File: config.mk
export PLATFORM = sky130hd
export DESIGN_NAME = inst_fetch_flat
export DESIGN_NICKNAME = d
export VERILOG_FILES = /design/src/rtl/inst_fetch_if.sv /design/src/rtl/inst_fetch.sv /design/src/flat_wrapper.sv
export SDC_FILE = /design/constraint.sdc
export NUM_CORES = 1
export LEC_CHECK = 0
export CELL_PAD_IN_SITES_DETAIL_PLACEMENT = 1
export CELL_PAD_IN_SITES_GLOBAL_PLACEMENT = 2
export CORE_ASPECT_RATIO = 0.5
export CORE_UTILIZATION = 25
export CTS_CLUSTER_DIAMETER = 60
export DETAILED_ROUTE_END_ITERATION = 8
export GPL_TIMING_DRIVEN = 0
export PLACE_DENSITY = 0.84
export SLEW_MARGIN = 20
export SYNTH_ARGS = -nofsm -noshare
export SYNTH_HDL_FRONTEND = slang
export SYNTH_SLANG_ARGS = --single-unit
File: constraint.sdc
create_clock -name clk -period 2.7 [get_ports clk]
set_input_delay 0.27 -clock clk [delete_from_list [all_inputs] [get_ports clk]]
set_output_delay 0.27 -clock clk [all_outputs]
set_load 0.02 [all_outputs]
File: src/rtl/inst_fetch_if.sv
// Instruction-memory request/ready bus between the fetch unit (master)
// and instruction memory (slave).
interface inst_fetch_if;
   logic        imem_req;
   logic [31:0] imem_addr;
   logic        imem_ready;
   logic [31:0] imem_rdata;

   modport master (
      output imem_req,
      output imem_addr,
      input  imem_ready,
      input  imem_rdata
   );

   modport slave (
      input  imem_req,
      input  imem_addr,
      output imem_ready,
      output imem_rdata
   );
endinterface

File: src/rtl/inst_fetch.sv
// Instruction fetch unit: owns the PC, fetches one word per REQ/VALID round
// trip, slices it into decode fields and selects the next PC on retire.
module inst_fetch #(
   parameter logic [31:0] RESET_PC = 32'h0000_0000
) (
   input  logic               clk,
   input  logic               reset,
   inst_fetch_if.master       imem,
   input  logic               stall,
   input  logic               pc_src,
   input  logic [31:0]        branch_target,
   output logic               inst_valid,
   output logic [3:0]         cond,
   output logic [1:0]         op,
   output logic [5:0]         funct,
   output logic [3:0]         rn,
   output logic [3:0]         rd,
   output logic [3:0]         rm,
   output logic [23:0]        imm24,
   output logic [31:0]        pc,
   output logic [31:0]        pc_plus8,
   output logic [31:0]        retire_count
);

   typedef enum logic [1:0] {
      IDLE  = 2'd0,
      REQ   = 2'd1,
      VALID = 2'd2
   } state_t;

   state_t      state_q, state_d;
   logic [31:0] pc_q, pc_d;
   logic [31:0] instr_q, instr_d;
   logic [31:0] retire_q, retire_d;
   logic        retire_en;

   always_ff @(posedge clk or negedge reset) begin
      if (!reset) begin
         state_q  <= IDLE;
         pc_q     <= RESET_PC;
         instr_q  <= 32'h0;
         retire_q <= 32'h0;
      end else begin
         state_q  <= state_d;
         pc_q     <= pc_d;
         instr_q  <= instr_d;
         retire_q <= retire_d;
      end
   end

   always_comb begin
      state_d   = state_q;
      pc_d      = pc_q;
      instr_d   = instr_q;
      retire_d  = retire_q;
      retire_en = 1'b0;
      case (state_q)
         IDLE: state_d = REQ;
         REQ: begin
            if (imem.imem_ready) begin
               instr_d = imem.imem_rdata;
               state_d = VALID;
            end
         end
         VALID: begin
            // Branch inputs are only meaningful on the retire edge.
            if (!stall) begin
               retire_en = 1'b1;
               retire_d  = retire_q + 32'd1;
               pc_d      = pc_src ? (branch_target & 32'hFFFF_FFFC)
                                  : pc_q + 32'd4;
               state_d   = REQ;
            end
         end
         default: state_d = IDLE;
      endcase
   end

   assign imem.imem_req  = (state_q == REQ);
   assign imem.imem_addr = pc_q;
   assign inst_valid     = (state_q == VALID);

   assign cond  = instr_q[31:28];
   assign op    = instr_q[27:26];
   assign funct = instr_q[25:20];
   assign rn    = instr_q[19:16];
   assign rd    = instr_q[15:12];
   assign rm    = instr_q[3:0];
   assign imm24 = instr_q[23:0];

   assign pc           = pc_q;
   assign pc_plus8     = pc_q + 32'd8;
   assign retire_count = retire_q;

endmodule

File: src/flat_wrapper.sv
// flat-port wrapper written by rule: the top's interface ports become plain ports
module inst_fetch_flat 
#(
   parameter logic [31:0] RESET_PC = 32'h0000_0000
)
  (clk, reset, stall, pc_src, branch_target, inst_valid, cond, op, funct, rn, rd, rm, imm24, pc, pc_plus8, retire_count, imem_imem_req, imem_imem_addr, imem_imem_ready, imem_imem_rdata);
  inst_fetch_if imem_i ();
  input  logic clk;
  input  logic reset;
  input  logic stall;
  input  logic pc_src;
  input  logic [31:0] branch_target;
  output logic inst_valid;
  output logic [3:0] cond;
  output logic [1:0] op;
  output logic [5:0] funct;
  output logic [3:0] rn;
  output logic [3:0] rd;
  output logic [3:0] rm;
  output logic [23:0] imm24;
  output logic [31:0] pc;
  output logic [31:0] pc_plus8;
  output logic [31:0] retire_count;
  output wire logic [$bits(imem_i.imem_req)-1:0] imem_imem_req;
  output wire logic [$bits(imem_i.imem_addr)-1:0] imem_imem_addr;
  input wire logic [$bits(imem_i.imem_ready)-1:0] imem_imem_ready;
  input wire logic [$bits(imem_i.imem_rdata)-1:0] imem_imem_rdata;
  assign imem_imem_req = imem_i.imem_req;
  assign imem_imem_addr = imem_i.imem_addr;
  assign imem_i.imem_ready = imem_imem_ready;
  assign imem_i.imem_rdata = imem_imem_rdata;
  inst_fetch #(.RESET_PC(RESET_PC)) u_core (.clk(clk), .reset(reset), .imem(imem_i), .stall(stall), .pc_src(pc_src), .branch_target(branch_target), .inst_valid(inst_valid), .cond(cond), .op(op), .funct(funct), .rn(rn), .rd(rd), .rm(rm), .imm24(imm24), .pc(pc), .pc_plus8(pc_plus8), .retire_count(retire_count));
endmodule
Word-level counts from Yosys, hierarchy flattened
Cells that the tools add are included.
- equality and inequality tests: 4
- add/sub/neg operators: 3
- bitwise gates (word level): 1
- multiplexer cells: 4
- reduce and logical (&&, ||, !) cells: 4
- operators with widths (cell ; number):
    32-bit by 1-bit adder with 32-bit output, second input constant ; 1
    32-bit by 3-bit adder with 32-bit output, second input constant ; 1
    32-bit by 4-bit adder with 32-bit output, second input constant ; 1
    32-bit two-way mux ; 1
    2-bit one-hot mux with 3 select lines ; 1
    2-bit AND reduction ; 3
    2-bit two-way mux ; 2
    2-bit by 1-bit == test with 1-bit output, second input constant ; 1
    2-bit == test, second input constant ; 1
    2-bit logical NOT ; 1
    2-bit by 1-bit != test with 1-bit output, second input constant ; 1
    2-bit != test, second input constant ; 1
    1-bit inverter ; 1
- flip-flop bits (word level): 98
- output and inout port bits: 178
- bits of input ports: 69
- logic and storage cells: 20

Logic depth before layout (Yosys ltp)
- depth after elaboration: 3
- depth in mapped cells: 8
- mapped depth without buffers: 5

Worst setup path before layout
No wires, ideal clock.
- path kind: flip-flop to output port
- start point: register u_core.pc_q[3], in the netlist u_core.imem.imem_addr[3]
- end point: output pc_plus8[31]
- slack: 264 ps
- path buffers: 1
- cell stages (with the launch flop): 7
- required time: 2430 ps
- arrival time: 2166 ps
- cells stage by stage: dfrtp_1 ha_1 buf_2 nand3_1 nor3_1 nand4_1 xnor2_1
- cells in the longest elaborated chain, start to end: 1
- ends and longest elaborated chain (what ; RTL line ; RTL):
    start: declaration ; inst_fetch.sv:32 ; logic [31:0] pc_q, pc_d;
    start signal: assignment ; inst_fetch.sv:45 ; pc_q <= pc_d;
    32-bit by 4-bit adder with 32-bit output ; inst_fetch.sv:92 ; assign pc_plus8 = pc_q + 32'd8;
    end: declaration ; flat_wrapper.sv:22 ; output logic [31:0] pc_plus8;
No other way between the ends.

Final worst setup path
- start point: register u_core.pc_q[11], in the netlist u_core.imem.imem_addr[11]
- end point: output pc_plus8[28]
The elaborated chain is that of the path after synthesis.

==> summary.md <==
| Metric | Value |
|---|---|
| Top-area cell type share of the netlist area | `41.5%` |
| Top sig layer | `met4` |
| FF-to-FF path depth | `6` |
| DR vias | `5,616` |
| Slowest stage delay, CP | `~0.4 ns` |
| Initial core utilization | `about a quarter` |
| Power per cell area | `about 950 nW/um^2` |
| Critical path type | `reg -> out` |
| Clock Tree Root | `clkbuf_16` |
| Syn Inst Count | `590` |
| CTS Buffer Depth | `2` |
| # diodes | `0` |
| Crit path time final | `2.61 ns` |
| Worst path cell trace | `buf_6 -> nand4_4 -> or2_1 -> buf_2 -> nor4bb_2 -> xor2_1 -> clkdlybuf4s15_2` |
| Final Non-Filler Cells | `approximately 1,200` |
| Drt via density | `between 4 and 5` |
| Total gr overflow | `0` |
| Port bufs | `238` |
| Synth-to-layout area growth | `56.9%` |
| Die W | `approximately 220 um` |
| Core Area | `approximately 22,000 um^2` |
| CP max FO | `10` |
| Met3 WL post-DR | `1030 um` |
| Die area | `between 20,000 and 25,000 um^2` |
| Met1 wire length | `slightly above 9000 um` |
| Worst-Skew Late Latency | `roughly 0.36 ns` |
| Post-DR wirelength/cell | `roughly 19 um` |
| Reg clk slew, reported paths | `0.07 ns` |
| Nets | `between 900 and 1,000` |
| P_leak | `between 3 and 4 nW` |
| Mean Syn Cell Area | `~9.8 um^2` |
| Final-report max-slew violation count | `0` |
| Post-synth ARST share | `100%` |
| Syn. warnings | `0` |
| Final Util | `41.0%` |
| Drt drc | `0` |
| Max-cap violations | `0` |
| Synth area leader | `dfrtp_1` |
| Crit end category | `primary output` |
| Count of buffer and inverter cells on the critical path | `3` |
| Fin. Hold Viols | `0` |
| FF-to-FF Start | `u_core.imem.imem_addr[3]` |
| Max Clock Freq | `383 MHz` |
| VDD IR max | `around 0.52 mV` |
| R2R Path End | `u_core.imem.imem_addr[28]` |
| DR iter-0 viols | `335` |
| Post-route ant nets | `0` |
| Post-layout total power | `between 8 and 9 mW` |
| Most frequent cell after synthesis | `dfrtp_1` |
| Final RePlAce weighted congestion | `roughly 0.82` |
| Crit path max-delay family | `simple AND/OR/NAND/NOR gates` |
| Gr usage total | `18.2%` |
| Worst slew pin tran | `~0.86 ns` |
| Fin crit share | `between 90 and 100%` |
| Endpoints failing setup | `0` |
| Synth top cells by count | `96 x dfrtp_1, 53 x buf_4, 41 x xnor2_1` |
| Antenna violations before repair | `0` |
| Worst path required time | `between 2 and 2.5 ns` |
| Vias in the first global route | `between 5,000 and 6,000` |
| CTS sink count | `96` |
| Met2 routed WL | `about 11,000 um` |
| DP Cell Count | `between 1,000 and 1,500` |
| CTS tree | `done` |
| Cts bufs inserted | `9` |
| Worst path slowest cell | `dfrtp_1` |
| Io pins | `~250` |
| Pin count of the biggest net entering global routing | `between 50 and 60` |
| Htree depth | `3` |
| Critical Path Start Type | `register` |
| First-pass GRT wire length | `approximately 34,000 um` |
| Seq/Total Area, Yosys | `just over 40%` |
| Synth cell types | `63` |
| Synth top area cells | `dfrtp_1 42%, buf_4 6.9%, mux2_2 6.2%, xnor2_1 6.2%, nand4_1 2.9%` |
| Routed wire length | `roughly 22,000 um` |
| Crit path DAT | `~2.3 ns` |
| FF-to-FF setup slack | `~0.25 ns` |
| Rows | `38` |
| Height of the die | `between 100 and 150 um` |
| Status | `finished clean` |
| Post-synthesis register bit count | `96` |
| Primary FF master, synth | `dfrtp_1` |
| Drt pass-1 iters | `4` |
| Layout cells sized above 1 | `roughly a fifth` |
| DPL Wire Length | `roughly 17,000 um` |
| Area of the mapped netlist | `roughly 5800 um^2` |
| Clk_skew | `roughly 0.013 ns` |
| Slew margin rel. | `41.8%` |
| EDFF count, synth | `0` |
| Type of the worst min-delay path | `in -> async` |
[through the flow]
step | setup TNS [ns] | hold slack (ns) | worst slack, ns | area (um^2)
after CTS | 0 | 0.422 | 0.00162 | 9040
after global placement | -250.70 | 0.464 | -2.56 | 8560
after global routing | -0.0132 | 0.462 | -0.00680 | 9080
final | 0 | 0.393 | 0.0864 | 9080
after detailed placement | -6.02 | 0.249 | -0.804 | 8590
after floorplan | 0 | -0.0256 | 0.264 | 5800
[worst register-to-register path: stages, from the launching register on]
cell and delay [ns]:
dfrtp_2 0.36, buf_4 0.18, ha_1 0.27, nand3_1 0.26, nor4_1 0.68, a311oi_1 0.21
a311oi_1 0.37
[report_power, final]
part / internal [mW] / leakage [nW] / switching, mW
Sequential: 1.88 / 1.21 / 0.462
Combinational: 2.53 / 2.36 / 2.50
Clock: 0.649 / 0.145 / 0.646
[worst max path at each step]
stage / from / end / slack (ns) / depth (start not counted)
after floorplan: u_core.imem.imem_addr[3] / pc_plus8[31] / 0.26 / 6
after global placement: reset / u_core.instr_q[3] / -2.56 / 1
after detailed placement: u_core.imem.imem_addr[3] / pc_plus8[29] / -0.80 / 7
after CTS: u_core.imem.imem_addr[12] / pc_plus8[28] / 0.002 / 7
after global routing: u_core.imem.imem_addr[18] / pc_plus8[27] / -0.007 / 6
final: u_core.imem.imem_addr[11] / pc_plus8[28] / 0.09 / 7
[logic make-up after synthesis]
logic type	synth area share, %
simple gates	21.3
other cells	0.0648
buf+inv	10.7
compound gates	10.6
flops	41.5
mux	6.40
fa+ha+maj	0.649
xor+xnor	8.78
[per-layer routing]
metal	global-route usage, %	vias up
li1	-	2616
met1	22.9	2846
met2	32.1	130
met3	3.35	24
met4	5.23	0
met5	0	-
[placed cells by master (no fill, tap or decap), types with 13 or more instances in the layout]
| cell type | instances |
|---|---|
| nor2_1 | 24 |
| mux2_2 | 32 |
| buf_4 | 69 |
| xnor2_1 | 41 |
| clkdlybuf4s50_1 | 218 |
| and3_1 | 21 |
| nand4_1 | 27 |
| clkbuf_1 | 16 |
| a311oi_1 | 13 |
| nand3_1 | 25 |
| dfrtp_1 | 92 |
| nand2_1 | 31 |
| xor2_1 | 17 |
| o21ai_0 | 27 |
[registers in the layout (all words and copies together) (netlist names)]
signal and count:
u_core.retire_count 32, u_core.instr_q 32, u_core.state_q 2, u_core.imem.imem_addr 30
[final cells by class]
cell class / count / area [um^2]
Clock buffer: 9 / 225
Fill cell: 2548 / 13100
Timing Repair Buffer: 253 / 2490
Sequential cell: 96 / 2410
Inverter: 7 / 26.3
Tap cell: 300 / 375
Multi-Input combinational cell: 398 / 2880
Clock inverter: 7 / 65.1
Buffer: 91 / 607
[what timing repair did]
| item | 4_1_cts | 5_1_grt |
|---|---|---|
| pin swaps | 4 | 2 |
| setup endpoints to repair | 24 | 13 |
| buffers inserted | 8 | 5 |
| resized for setup | 55 | 19 |
| hold buffers | 1 | 0 |
| endpoints found under the hold margin | 45 | 0 |
Note: power is estimated with default switching activity, not from simulation.
==> RTL change 1, RTL diff (same settings) <==
Encoding of `state_t`: now one-hot (3 bits for 3 states).
--- a/src/rtl/inst_fetch.sv
+++ b/src/rtl/inst_fetch.sv
@@ -22,10 +22,10 @@
    output logic [31:0]        retire_count
 );
 
-   typedef enum logic [1:0] {
-      IDLE  = 2'd0,
-      REQ   = 2'd1,
-      VALID = 2'd2
+   typedef enum logic [2:0] {
+      IDLE  = 3'b001,
+      REQ   = 3'b010,
+      VALID = 3'b100
    } state_t;
 
    state_t      state_q, state_d;
Check against the original RTL: same outputs for any inputs over 4 cycles, from zero or initial values and one cycle with reset low; so few cycles prove little.
==> RTL change 1 against the original RTL <==
Area after synthesis shrank 3.9%; critical path type unchanged; total power up 3.2%; sequential cell count is 1 higher; largest power group unchanged; via count shrank 3.9%; fmax fell by 0.12%; final area fell by 0.40%; sequential share of layout area grew 0.45 points; wire length down 3.3%; worst setup slack worse by 0.0032 ns; critical endpoint unchanged; synthesized cell count shrank 3.1%; register-to-register slack worse by 0.13 ns.
==> RTL change 1: results (changes against the original RTL) <==
layout cells sized above 1=0.216 (was 0.201); Pre-Repair DR Iteration Count=6 (was 4); Post-Synth Adder-Cell Area=0.00675 (was 0.00649); # clk buffers=11 (was 9); Avg WL per Cell=18.0 um (was 18.7 um); pin count of the biggest net entering global routing=65 (was 52); hpwl dp=15,600 um (was 16,700 um); synthesized area=0.00556 mm^2 (was 0.00579 mm^2); met3 usage=0.0368 (was 0.0335); post-synthesis mux area share=0.0738 (was 0.0640); Synth Area in Compound Gates=0.0932 (was 0.106); invs w/o clock=13 (was 7); Clock-cell share=0.0331 (was 0.0320); Total GRT Usage=0.181 (was 0.182); Multi-input comb cells=383 (was 398); vias in the first global route=5,467 (was 5,824); Comb power frac=0.576 (was 0.580); status=complete, no violations (unchanged); top cell types by occurrence after synthesis=dfrtp_1, buf_4, nand2_1, xnor2_1, mux2_2 (was dfrtp_1, buf_4, xnor2_1, mux2_2, nand2_1); met2 usage=0.312 (was 0.321); met2 WL post-DR=10,500 um (was 11,100 um); Final Net Count=931 (was 928); Non-clk bufs=355 (was 344); GRT met1 Usage=0.231 (was 0.229); vias per inst=4.64 (was 4.84); GPL Wtd Cong=0.798 (was 0.822); WL met3=1120 um (was 1030 um); initial DRC count=295 (was 335); # fillers=2,453 (was 2,548); P_sw=3.65 mW (was 3.61 mW); multi-input combinational area share=0.294 (was 0.318); pre-CTS WS=-0.882 ns (was -0.804 ns); total leakage power=3.79 nW (was 3.72 nW); Seq/Total Area, Yosys=0.437 (was 0.415); met1 WL=9120 um (was 9290 um)
==> RTL change 1: through the flow <==
stage          cells   util  hold slack (ns)
2_1_floorplan    577      -          -0.0256
3_3_place_gp    1115  0.384            0.468
3_5_place_dp    1116  0.385            0.186
4_1_cts         1147  0.408            0.367
5_1_grt         1164  0.416            0.394
6_report        1164  0.416            0.372
==> RTL change 1: worst paths after layout <==
check / start / cells past startpoint / slack, ns / endpoint
max: u_core.imem.imem_addr[5] / 8 / 0.08 / pc_plus8[28]
min: reset / 2 / 0.37 / u_core.retire_count[28]
max reg2reg: u_core.imem.imem_addr[3] / 7 / 0.12 / u_core.imem.imem_addr[24]
min reg2reg: u_core.retire_count[31] / 1 / 0.49 / u_core.retire_count[31]
max in group asynchronous: reset / 3 / 1.65 / u_core.imem.imem_addr[9]
min in group clk: u_core.retire_count[31] / 1 / 0.49 / u_core.retire_count[31]
==> RTL change 2, RTL diff (config.mk and constraints unchanged) <==
Without the edit above. Reset style: synchronous (`reset`), changed in one clocked block.
--- a/src/rtl/inst_fetch.sv
+++ b/src/rtl/inst_fetch.sv
@@ -34,7 +34,7 @@
    logic [31:0] retire_q, retire_d;
    logic        retire_en;
 
-   always_ff @(posedge clk or negedge reset) begin
+   always_ff @(posedge clk) begin
       if (!reset) begin
          state_q  <= IDLE;
          pc_q     <= RESET_PC;
Behaviour: differs if reset is asserted again (counterexample within 4 cycles, from zero or initial values and one cycle with reset low); with reset held inactive, the same outputs for 4 cycles.
==> RTL change 2 against the original RTL <==
Sequential cell count unchanged; worst setup slack gained 0.020 ns; area after synthesis shrank 6.2%; worst hold slack gained 0.068 ns; wire length increased by 4.0%; largest cell class is now multi-input gates; final area is 5.1% lower; critical path depth fell by 2; sequential share of layout area shrank 3.8 points.
Power is not compared: it rests on default switching activity, and its combinational part moved more than twofold at a synthesized area within 25%.
==> RTL change 2: results (changes against the original RTL) <==
status=complete, no violations (unchanged); R2R Path End=u_core.imem.imem_addr[18] (was u_core.imem.imem_addr[28]); DP Area=0.00818 mm^2 (was 0.00859 mm^2); GRT met1 Usage=0.266 (was 0.229); # clk buffers=10 (was 9); slowest stage delay, CP=0.63 ns (was 0.41 ns); layout cells sized above 1=0.141 (was 0.201); Worst Skew=0.00812 ns (was 0.0134 ns); # fillers=2,565 (was 2,548); Critical-path top delay cell=clkdlybuf4s50_1 (was dfrtp_1); met2 WL post-DR=11,200 um (was 11,100 um); Crit Path Max Fanout=11 (was 10); top cell types by occurrence after synthesis=nand2_1, dfxtp_1, a21oi_1, buf_4, nor2_1 (was dfrtp_1, buf_4, xnor2_1, mux2_2, nand2_1); Final Net Count=1,042 (was 928); Multi-input comb cells=513 (was 398); global-route wire length before repair=35,700 um (was 33,600 um); Non-clock buffer share=0.344 (was 0.341); GPL Wtd Cong=0.877 (was 0.822); Worst-Margin Slew=1.03 ns (was 0.865 ns); synth top area cells=dfxtp_1, nand2_1, buf_4 (was dfrtp_1, buf_4, mux2_2); met3 usage=0.0322 (was 0.0335); CP startpoint=u_core.imem.imem_addr[7] (was u_core.imem.imem_addr[11]); Seq/Total Area, Yosys=0.354 (was 0.415); hpwl dp=17,200 um (was 16,700 um); pre-CTS WS=-0.723 ns (was -0.804 ns); fin cells=1,267 (was 1,161); Reg2Reg Launch Point=u_core.imem.imem_addr[2] (was u_core.imem.imem_addr[3]); Total GRT Usage=0.202 (was 0.182)
## RTL change 2: changes by cell type after synthesis, moves of 14 or more
cell and change:
dfrtp_1 -96, clkbuf_1 +24, nand2_1 +89, nor2_1 +30, and3_1 -14, mux2_2 -32, dfxtp_1 +96, a21oi_1 +46
## RTL change 2: worst register-to-register path, delay by kind of cell (launching register included)
| kind | cells | cell delay [ns] |
|---|---|---|
| adders and majority gates | 1 | 0.29 |
| DFF | 1 | 0.61 |
| and+or+nand+nor | 4 | 1.27 |
| AOI/OAI and AO/OA | 1 | 0.18 |
## RTL change 2: cell families (layout without fill, tap and decap cells)
kind of cell               count (synthesis)  after routing
buffers and inverters                    114            366
DFF                                       96             96
other                                      1              6
muxes                                      4              4
adders and majority gates                  3              3
and+or+nand+nor                          310            310
AOI/OAI and AO/OA                        143            143
xor gates and xnor gates                  47             47
